File: config.mk
export PLATFORM = sky130hd
export DESIGN_NAME = pen_capture_flat
export DESIGN_NICKNAME = d
export VERILOG_FILES = /design/src/rtl/pen_capture_if.sv /design/src/rtl/pen_capture.sv /design/src/flat_wrapper.sv
export SDC_FILE = /design/constraint.sdc
export NUM_CORES = 1
export LEC_CHECK = 0
export BUFFER_PORTS_ARGS = -buffer_cell sky130_fd_sc_hd__buf_4
export CORE_ASPECT_RATIO = 1.75
export CORE_MARGIN = 10
export CORE_UTILIZATION = 40
export CTS_CLUSTER_DIAMETER = 120
export DETAILED_ROUTE_END_ITERATION = 16
export GPL_ROUTABILITY_DRIVEN = 0
export SETUP_SLACK_MARGIN = 0.15
export SLEW_MARGIN = 20
export SYNTH_ARGS = -nofsm -noshare
export SYNTH_HDL_FRONTEND = slang
export SYNTH_SLANG_ARGS = --single-unit
File: constraint.sdc
create_clock -name clk -period 3 [get_ports clk]
set_clock_uncertainty 0.2 [all_clocks]
set_input_delay 0.45 -clock clk [delete_from_list [all_inputs] [get_ports clk]]
set_output_delay 0.45 -clock clk [all_outputs]
set_load 0.03 [all_outputs]
File: src/rtl/pen_capture_if.sv
// rtl/pen_capture_if.sv - pixel command handshake between pen_capture and the frame-buffer writer
//
// Purpose: groups the pixel command stream into one bundle.
// Signals:
//   cmd_valid  command pending (master -> slave)
//   cmd_ready  writer accepts the command this cycle (slave -> master)
//   cmd_row    target pixel row (master -> slave)
//   cmd_col    target pixel column (master -> slave)
//   cmd_op     00 paint red, 01 paint green, 10 erase (master -> slave)
interface pen_capture_if;
  logic       cmd_valid;
  logic       cmd_ready;
  logic [2:0] cmd_row;
  logic [2:0] cmd_col;
  logic [1:0] cmd_op;

  modport master (output cmd_valid, output cmd_row, output cmd_col, output cmd_op,
                  input  cmd_ready);
  modport slave  (input  cmd_valid, input  cmd_row, input  cmd_col, input  cmd_op,
                  output cmd_ready);
endinterface

File: src/rtl/pen_capture.sv
// rtl/pen_capture.sv - light-pen hit qualifier and pixel command generator
//
// Purpose: synchronizes the light-pen detector, qualifies hits against the
// pixel currently lit by the matrix scanner, and turns hits into paint/erase
// commands or colour changes depending on the system mode.
// Ports:
//   clk          system clock
//   rst          synchronous active-high reset
//   pen_in       raw light-pen detector (asynchronous)
//   scan_strobe  one-cycle pulse starting a new pixel dwell
//   scan_row     pixel row being lit (valid with scan_strobe)
//   scan_col     pixel column being lit (valid with scan_strobe)
//   state        system mode (RST/SLEEP/LIGHT/DRAW/WRITE/ERASE/COLOR, 7 = RST)
//   color_sel    current paint colour, 0 red, 1 green
//   drop_cnt     saturating count of hits lost to back-pressure
//   cmd          pixel command handshake (master side)
module pen_capture #(
  parameter int QUAL_N = 4
) (
  input  logic                clk,
  input  logic                rst,
  input  logic                pen_in,
  input  logic                scan_strobe,
  input  logic [2:0]          scan_row,
  input  logic [2:0]          scan_col,
  input  logic [2:0]          state,
  output logic                color_sel,
  output logic [7:0]          drop_cnt,
  pen_capture_if.master       cmd
);

  localparam logic [2:0] ST_RST   = 3'd0;
  localparam logic [2:0] ST_DRAW  = 3'd3;
  localparam logic [2:0] ST_WRITE = 3'd4;
  localparam logic [2:0] ST_ERASE = 3'd5;
  localparam logic [2:0] ST_COLOR = 3'd6;
  localparam logic [2:0] ST_ALT_RST = 3'd7;

  localparam logic [3:0] QUAL_LAST = 4'(QUAL_N - 1);
  localparam logic [3:0] QUAL_MAX  = 4'(QUAL_N);

  logic       r_pen_meta;
  logic       r_pen_s;
  logic [3:0] r_qual_cnt;
  logic       r_hit_done;
  logic [2:0] r_pos_row;
  logic [2:0] r_pos_col;
  logic       r_cmd_valid;
  logic [2:0] r_cmd_row;
  logic [2:0] r_cmd_col;
  logic [1:0] r_cmd_op;
  logic       r_color_sel;
  logic [7:0] r_drop_cnt;
  logic       r_last_ok;
  logic [7:0] r_last;        // {row, col, op} of the last accepted command

  logic       w_soft;
  logic       w_hit;
  logic       w_cmd_hit;
  logic [1:0] w_op;
  logic       w_accept;
  logic       w_last_ok;
  logic [7:0] w_last;
  logic       w_dup;

  assign w_soft   = (state == ST_RST) || (state == ST_ALT_RST);
  // The strobe cycle ignores pen_s, so a qualifying sample coincident with a
  // strobe never produces a hit.
  assign w_hit    = !w_soft && !scan_strobe && r_pen_s && !r_hit_done &&
                    (r_qual_cnt == QUAL_LAST);
  assign w_cmd_hit = w_hit && ((state == ST_DRAW) || (state == ST_WRITE) ||
                               (state == ST_ERASE));
  assign w_op     = (state == ST_ERASE) ? 2'b10 : {1'b0, r_color_sel};
  assign w_accept = r_cmd_valid && cmd.cmd_ready;
  // A command accepted on this very edge already counts as the last accepted
  // one when screening a simultaneous hit for duplicates.
  assign w_last_ok = w_accept || r_last_ok;
  assign w_last    = w_accept ? {r_cmd_row, r_cmd_col, r_cmd_op} : r_last;
  assign w_dup     = w_last_ok && (w_last == {r_pos_row, r_pos_col, w_op});

  always_ff @(posedge clk) begin
    if (rst) begin
      r_pen_meta  <= 1'b0;
      r_pen_s     <= 1'b0;
      r_qual_cnt  <= 4'd0;
      r_hit_done  <= 1'b0;
      r_pos_row   <= 3'd0;
      r_pos_col   <= 3'd0;
      r_cmd_valid <= 1'b0;
      r_cmd_row   <= 3'd0;
      r_cmd_col   <= 3'd0;
      r_cmd_op    <= 2'b00;
      r_color_sel <= 1'b0;
      r_drop_cnt  <= 8'd0;
      r_last_ok   <= 1'b0;
      r_last      <= 8'd0;
    end else begin
      r_pen_meta <= pen_in;
      r_pen_s    <= r_pen_meta;

      if (scan_strobe) begin
        r_pos_row <= scan_row;
        r_pos_col <= scan_col;
      end

      if (w_soft) begin
        // Mode RST clears the capture path; colour and drop count survive.
        r_qual_cnt  <= 4'd0;
        r_hit_done  <= 1'b0;
        r_cmd_valid <= 1'b0;
        r_last_ok   <= 1'b0;
      end else begin
        if (scan_strobe) begin
          r_qual_cnt <= 4'd0;
          r_hit_done <= 1'b0;
        end else if (!r_pen_s) begin
          r_qual_cnt <= 4'd0;
        end else if (r_qual_cnt < QUAL_MAX) begin
          r_qual_cnt <= r_qual_cnt + 4'd1;
        end

        if (w_hit) begin
          r_hit_done <= 1'b1;
        end

        if (w_accept) begin
          r_last_ok   <= 1'b1;
          r_last      <= {r_cmd_row, r_cmd_col, r_cmd_op};
          r_cmd_valid <= 1'b0;
        end

        if (w_cmd_hit && !w_dup) begin
          if (r_cmd_valid && !cmd.cmd_ready) begin
            if (r_drop_cnt != 8'hFF) begin
              r_drop_cnt <= r_drop_cnt + 8'd1;
            end
          end else begin
            r_cmd_valid <= 1'b1;
            r_cmd_row   <= r_pos_row;
            r_cmd_col   <= r_pos_col;
            r_cmd_op    <= w_op;
          end
        end

        if (w_hit && (state == ST_COLOR)) begin
          r_color_sel <= !r_color_sel;
        end
      end
    end
  end

  assign cmd.cmd_valid = r_cmd_valid;
  assign cmd.cmd_row   = r_cmd_row;
  assign cmd.cmd_col   = r_cmd_col;
  assign cmd.cmd_op    = r_cmd_op;
  assign color_sel     = r_color_sel;
  assign drop_cnt      = r_drop_cnt;

endmodule
File: src/flat_wrapper.sv
// flat-port wrapper written by rule: the top's interface ports become plain ports
module pen_capture_flat 
#(
  parameter int QUAL_N = 4
)
  (clk, rst, pen_in, scan_strobe, scan_row, scan_col, state, color_sel, drop_cnt, cmd_cmd_valid, cmd_cmd_row, cmd_cmd_col, cmd_cmd_op, cmd_cmd_ready);
  pen_capture_if cmd_i ();
  input  logic clk;
  input  logic rst;
  input  logic pen_in;
  input  logic scan_strobe;
  input  logic [2:0] scan_row;
  input  logic [2:0] scan_col;
  input  logic [2:0] state;
  output logic color_sel;
  output logic [7:0] drop_cnt;
  output wire logic [$bits(cmd_i.cmd_valid)-1:0] cmd_cmd_valid;
  output wire logic [$bits(cmd_i.cmd_row)-1:0] cmd_cmd_row;
  output wire logic [$bits(cmd_i.cmd_col)-1:0] cmd_cmd_col;
  output wire logic [$bits(cmd_i.cmd_op)-1:0] cmd_cmd_op;
  input wire logic [$bits(cmd_i.cmd_ready)-1:0] cmd_cmd_ready;
  assign cmd_cmd_valid = cmd_i.cmd_valid;
  assign cmd_cmd_row = cmd_i.cmd_row;
  assign cmd_cmd_col = cmd_i.cmd_col;
  assign cmd_cmd_op = cmd_i.cmd_op;
  assign cmd_i.cmd_ready = cmd_cmd_ready;
  pen_capture #(.QUAL_N(QUAL_N)) u_core (.clk(clk), .rst(rst), .pen_in(pen_in), .scan_strobe(scan_strobe), .scan_row(scan_row), .scan_col(scan_col), .state(state), .color_sel(color_sel), .drop_cnt(drop_cnt), .cmd(cmd_i));
endmodule
======== After elaboration in Yosys (flattened, before gate mapping) ========
Cells that the tools add are included.
word-level totals
  register bits ........................... 40
  bits in latches ......................... 0
  bits in writable memories ............... 0
  ROM bits ................................ 0
  input bits .............................. 14
  memories ................................ 0
operators by class
  add/sub/neg operators ................... 2
  multiply operators ...................... 0
  div/mod/pow operators ................... 0
  $lt $le $gt $ge ......................... 1
  eq/ne operators ......................... 8
  shift-type cells ........................ 0
  mux-type cells .......................... 7
  bitwise gates (word level) .............. 3
  reduce and logical (&&, ||, !) cells .... 27
operators with widths
  cell                   number
  $eq A3 B3 Y1 const B   4
  $logic_and A1 B1 Y1    10
  $add A8 B1 Y8 const B  1
  $eq A8 B8 Y1           1
  $mux W8                1
  $ne A8 B8 Y1 const B   1
  $logic_not A1 Y1       6
  $mux W1                5
  $add A4 B1 Y4 const B  1
  $eq A4 B2 Y1 const B   1
  $logic_or A1 B1 Y1     4
  $lt A4 B3 Y1 const B   1
  $reduce_and A4 Y1      1
  $reduce_or A4 Y1       1
  $eq A3 B2 Y1 const B   1
  $logic_not A3 Y1       1
  $not A1 Y1             3
  $reduce_and A3 Y1      1
  $mux W2                1
  $reduce_and A2 Y1      1
  $reduce_bool A2 Y1     1
  $reduce_or A2 Y1       1

======== Logic depth before layout (Yosys ltp) ========
  depth after elaboration ................. 10
  gate-level depth with buffers ........... 8
  gate-level depth less buffers ........... 7

======== Least setup slack after synthesis ========
OpenSTA, ideal clock, no wires.
  path type ............................... reg-to-reg
  start ................................... reg u_core.r_cmd_valid, in the netlist u_core.cmd.cmd_valid
  end ..................................... reg u_core.r_drop_cnt[4], in the netlist u_core.drop_cnt[4]
  library setup time ...................... 123 ps
  data arrival time ....................... 2301 ps
  data required time ...................... 2677 ps
  setup slack ............................. 376 ps
  stages on the path, launching flop included .. 9
  period minus slack after synthesis ...... 2624 ps
  cell sequence ........................... dfxtp_1 -> buf_6 -> and3_4 -> or3_1 -> a211o_1 -> nor4b_4 -> a21oi_2 -> nand4_1 -> mux2_1
on the way
  word-level cells in the longest chain between the ends .. 7
  elaborated cells between the ends (all ways) .. 9
RTL lines
  element                               RTL line            source
  start, declared                       pen_capture.sv:48   logic r_cmd_valid;
  start signal, assigned                pen_capture.sv:89   r_cmd_valid <= 1'b0;
  start signal, assigned                pen_capture.sv:110  r_cmd_valid <= 1'b0;
  start signal, assigned                pen_capture.sv:129  r_cmd_valid <= 1'b0;
  $logic_and A1 B1 Y1                   pen_capture.sv:74   assign w_accept = r_cmd_valid && cmd.cmd_ready;
  $mux W8                               pen_capture.sv:78   assign w_last = w_accept ? {r_cmd_row, r_cmd_col, r_cmd_op} : r_last;
  $eq A8 B8 Y1                          pen_capture.sv:79   assign w_dup = w_last_ok && (w_last == {r_pos_row, r_pos_col, w_op});
  $logic_and A1 B1 Y1                   pen_capture.sv:79
  $logic_not A1 Y1                      pen_capture.sv:132  if (w_cmd_hit && !w_dup) begin
  $logic_and A1 B1 Y1                   pen_capture.sv:132
  $reduce_and A4 Y1 (no source line) *  -
  end signal, assigned                  pen_capture.sv:135  r_drop_cnt <= r_drop_cnt + 8'd1;
  end, declared                         pen_capture.sv:53   logic [7:0] r_drop_cnt;
Mark *: on every way between the ends. The rest lies on a longest branch, timed or not.
A chain may end at the register's enable or synchronous reset.

======== Final worst setup path ========
Same ends and word-level chain as after synthesis.

==> reports/results.tsv <==
metric	value	unit
status	finished, final reports clean	
Distinct cells, synth	40	
setup TNS	0	ps
Synthesized Nets	216	
final core occ	0.500	
CTS buffer count	5	
antenna cells	0	
Final min period	2650	ps
most common cell in the netlist	dfxtp_1	
CTS hold repair buffers	0	
die area	0.00783	sq mm
fin crit share	0.883	
Slew HR	0.704	
Worst R2R End	u_core.drop_cnt[4]	
ys async rst share	0	
initial antenna violation count	0	
largest area contributor in the netlist	dfxtp_1	
Resized cells post-CTS	0	
grt ovf	0	
global-route wire length before repair	6.71	mm
RSZ-0062 raised after global routing	no	
Hold Vio Cnt, Final	0	
Placed Cells incl. Taps	277	
DP HPWL	3.00	mm
register area share after synthesis	0.434	
mean area per synthesized cell	9.22	sq um
MaxCap Viol Count	0	
Clock Path Buffers	2	
drt via density	5.27	
Slew @ Worst Pin	442	ps
GR Util All Layers	0.104	
HP Class	in2reg	
main flop type after synthesis	dfxtp_1	
Crit. Startpoint	u_core.cmd.cmd_valid	
crit path kind	reg2reg	
Reg2Reg Setup Slack	350	ps
Worst VDD drop	0.000352	V
Commonest cells post-synth	dfxtp_1 (40), nor2_1 (37), mux2i_1 (23), nand2_1 (12), a21oi_1 (11)	
fin cells	285	
DRT iter0 DRCs	45	
Clock transition at path regs	70	ps
crit path to	u_core.drop_cnt[4]	
core area	0.00444	sq mm
fin nets	249	
Starting Density	0.415	
Power Total	1.03	mW
largest net degree at the start of global routing	37	
drt pass-1 iters	4	
clk_lat worst skew	280	ps
Synth Cell Area	0.00184	sq mm
CTS tree	built	
drt total wl	4.01	mm
H-tree depth	2	
final setup fails	0	
Pleak	0.886	nW
Mapped Cells	200	
Max FO, Critical Path	9	
via count of the routed design	1501	
Post-CTS Setup Inserts	0	
root buffer cell	clkbuf_8	
r2r worst-path depth	7	
per-cell routed wire length	14.1	um
R2R Path Start	u_core.cmd.cmd_valid	
DRC	0	
share of layout cells above drive strength 1	0.209	
Critical Path Sink Type	flop	
# rows	32	
f_max	377	MHz
max-slew violations	0	
CP Launch Type	flop	
PD cells	462	mW/mm^2
WHS	175	ps
Die Ht	110	um
PortBufs	31	
top post-synthesis cells by area	dfxtp_1 (43%), mux2i_1 (12%), nor2_1 (7.5%)	
IO Pins	32	
critical path arrival	2620	ps
Yosys Warn Count	0	
# clock sinks	40	
Detail Route Antenna Nets	0	
Yosys reg bits	40	
Yosys top cell area share	0.434	
P&R area growth vs syn	20.5	%
DIE WIDTH	71.3	um
EDFF count, synth	0	
vias in the first global route	1448	
required time worst endpoint	2970	ps
## cell families after synthesis
group           after synthesis  share of synthesized area
compound gates               31                      0.119
xor+xnor                      9                     0.0427
fa+ha+maj                     2                     0.0136
buf+inv                      12                     0.0326
flops                        40                      0.434
mux                          26                      0.143
simple gates                 80                      0.215
## worst min path at each step
| stage | slack (ps) | from | cells past startpoint | end |
|---|---|---|---|---|
| floorplan | 210 | u_core.r_pen_meta | 1 | u_core.r_pen_s |
| global placement | 220 | u_core.r_pen_meta | 1 | u_core.r_pen_s |
| detailed placement | 240 | u_core.r_pen_meta | 1 | u_core.r_pen_s |
| CTS | 170 | pen_in | 2 | u_core.r_pen_meta |
| global route | 170 | pen_in | 2 | u_core.r_pen_meta |
| finish | 170 | pen_in | 2 | u_core.r_pen_meta |
## layout make-up
type,instances,area [sq um]
multi-input combinational,148,983
sequential,40,801
inverter,5,18.8
tap,51,63.8
clock buffer,6,72.6
timing repair buffer,33,248
clock inverter,2,35.0
fill,441,2220
## cells in the final DEF (no fill, tap or decap), types with 2 or more instances in the layout
master    count
nand3b_1      2
or3_1         2
nand3_1       5
a21oi_2       2
a21boi_0      2
buf_4        33
a21oi_1      11
a211o_1       2
a31o_1        2
mux2i_1      23
and3_1        3
nand2b_1      4
inv_1         5
mux2_2        2
nor2_1       37
nor2b_1       4
o21ai_0       3
clkbuf_8      5
and2_1        2
xor2_1        3
ha_1          2
dfxtp_1      40
xnor2_1       6
nand4_1       3
nor3_1        2
nand2_1      12
## where the power goes
group          switching (mW)  internal [mW]
Sequential            0.00680          0.538
Clock                   0.178          0.247
Combinational          0.0306         0.0281
## flip-flops by register name, summed over array words and instances, names as in the netlist, 2 cells and up
register,count
u_core.r_qual_cnt,4
u_core.drop_cnt,8
u_core.r_pos_row,3
u_core.cmd.cmd_col,3
u_core.r_pos_col,3
u_core.r_last,8
u_core.cmd.cmd_row,3
u_core.cmd.cmd_op,2
## critical path, cell delays in order (launching register included)
cell and delay [ps]:
dfxtp_1 490, a21boi_0 160, or3_1 320, a211o_1 300, nor4b_4 390, a21oi_2 210, nand4_1 150, mux2_1 320
## layer usage
layer / wire [um] / track usage / up-vias / share of wire
met3: 183 / 0.0316 / 7 / 0.046
met2: 2020 / 0.177 / 27 / 0.50
met4: 109 / 0.0528 / 0 / 0.027
met1: 1690 / 0.113 / 706 / 0.42
met5: 0 / 0 / - / 0
li1: - / - / 761 / -
## metrics by stage
stage | setup WS (ps) | cell area, sq um
final | 350 | 2220
after global routing | 156 | 2220
after CTS | 336 | 2220
after detailed placement | 204 | 2110
after global placement | 262 | 2110
after floorplan | 376 | 1840
No activity file was read; power rests on OpenSTA's default activity.
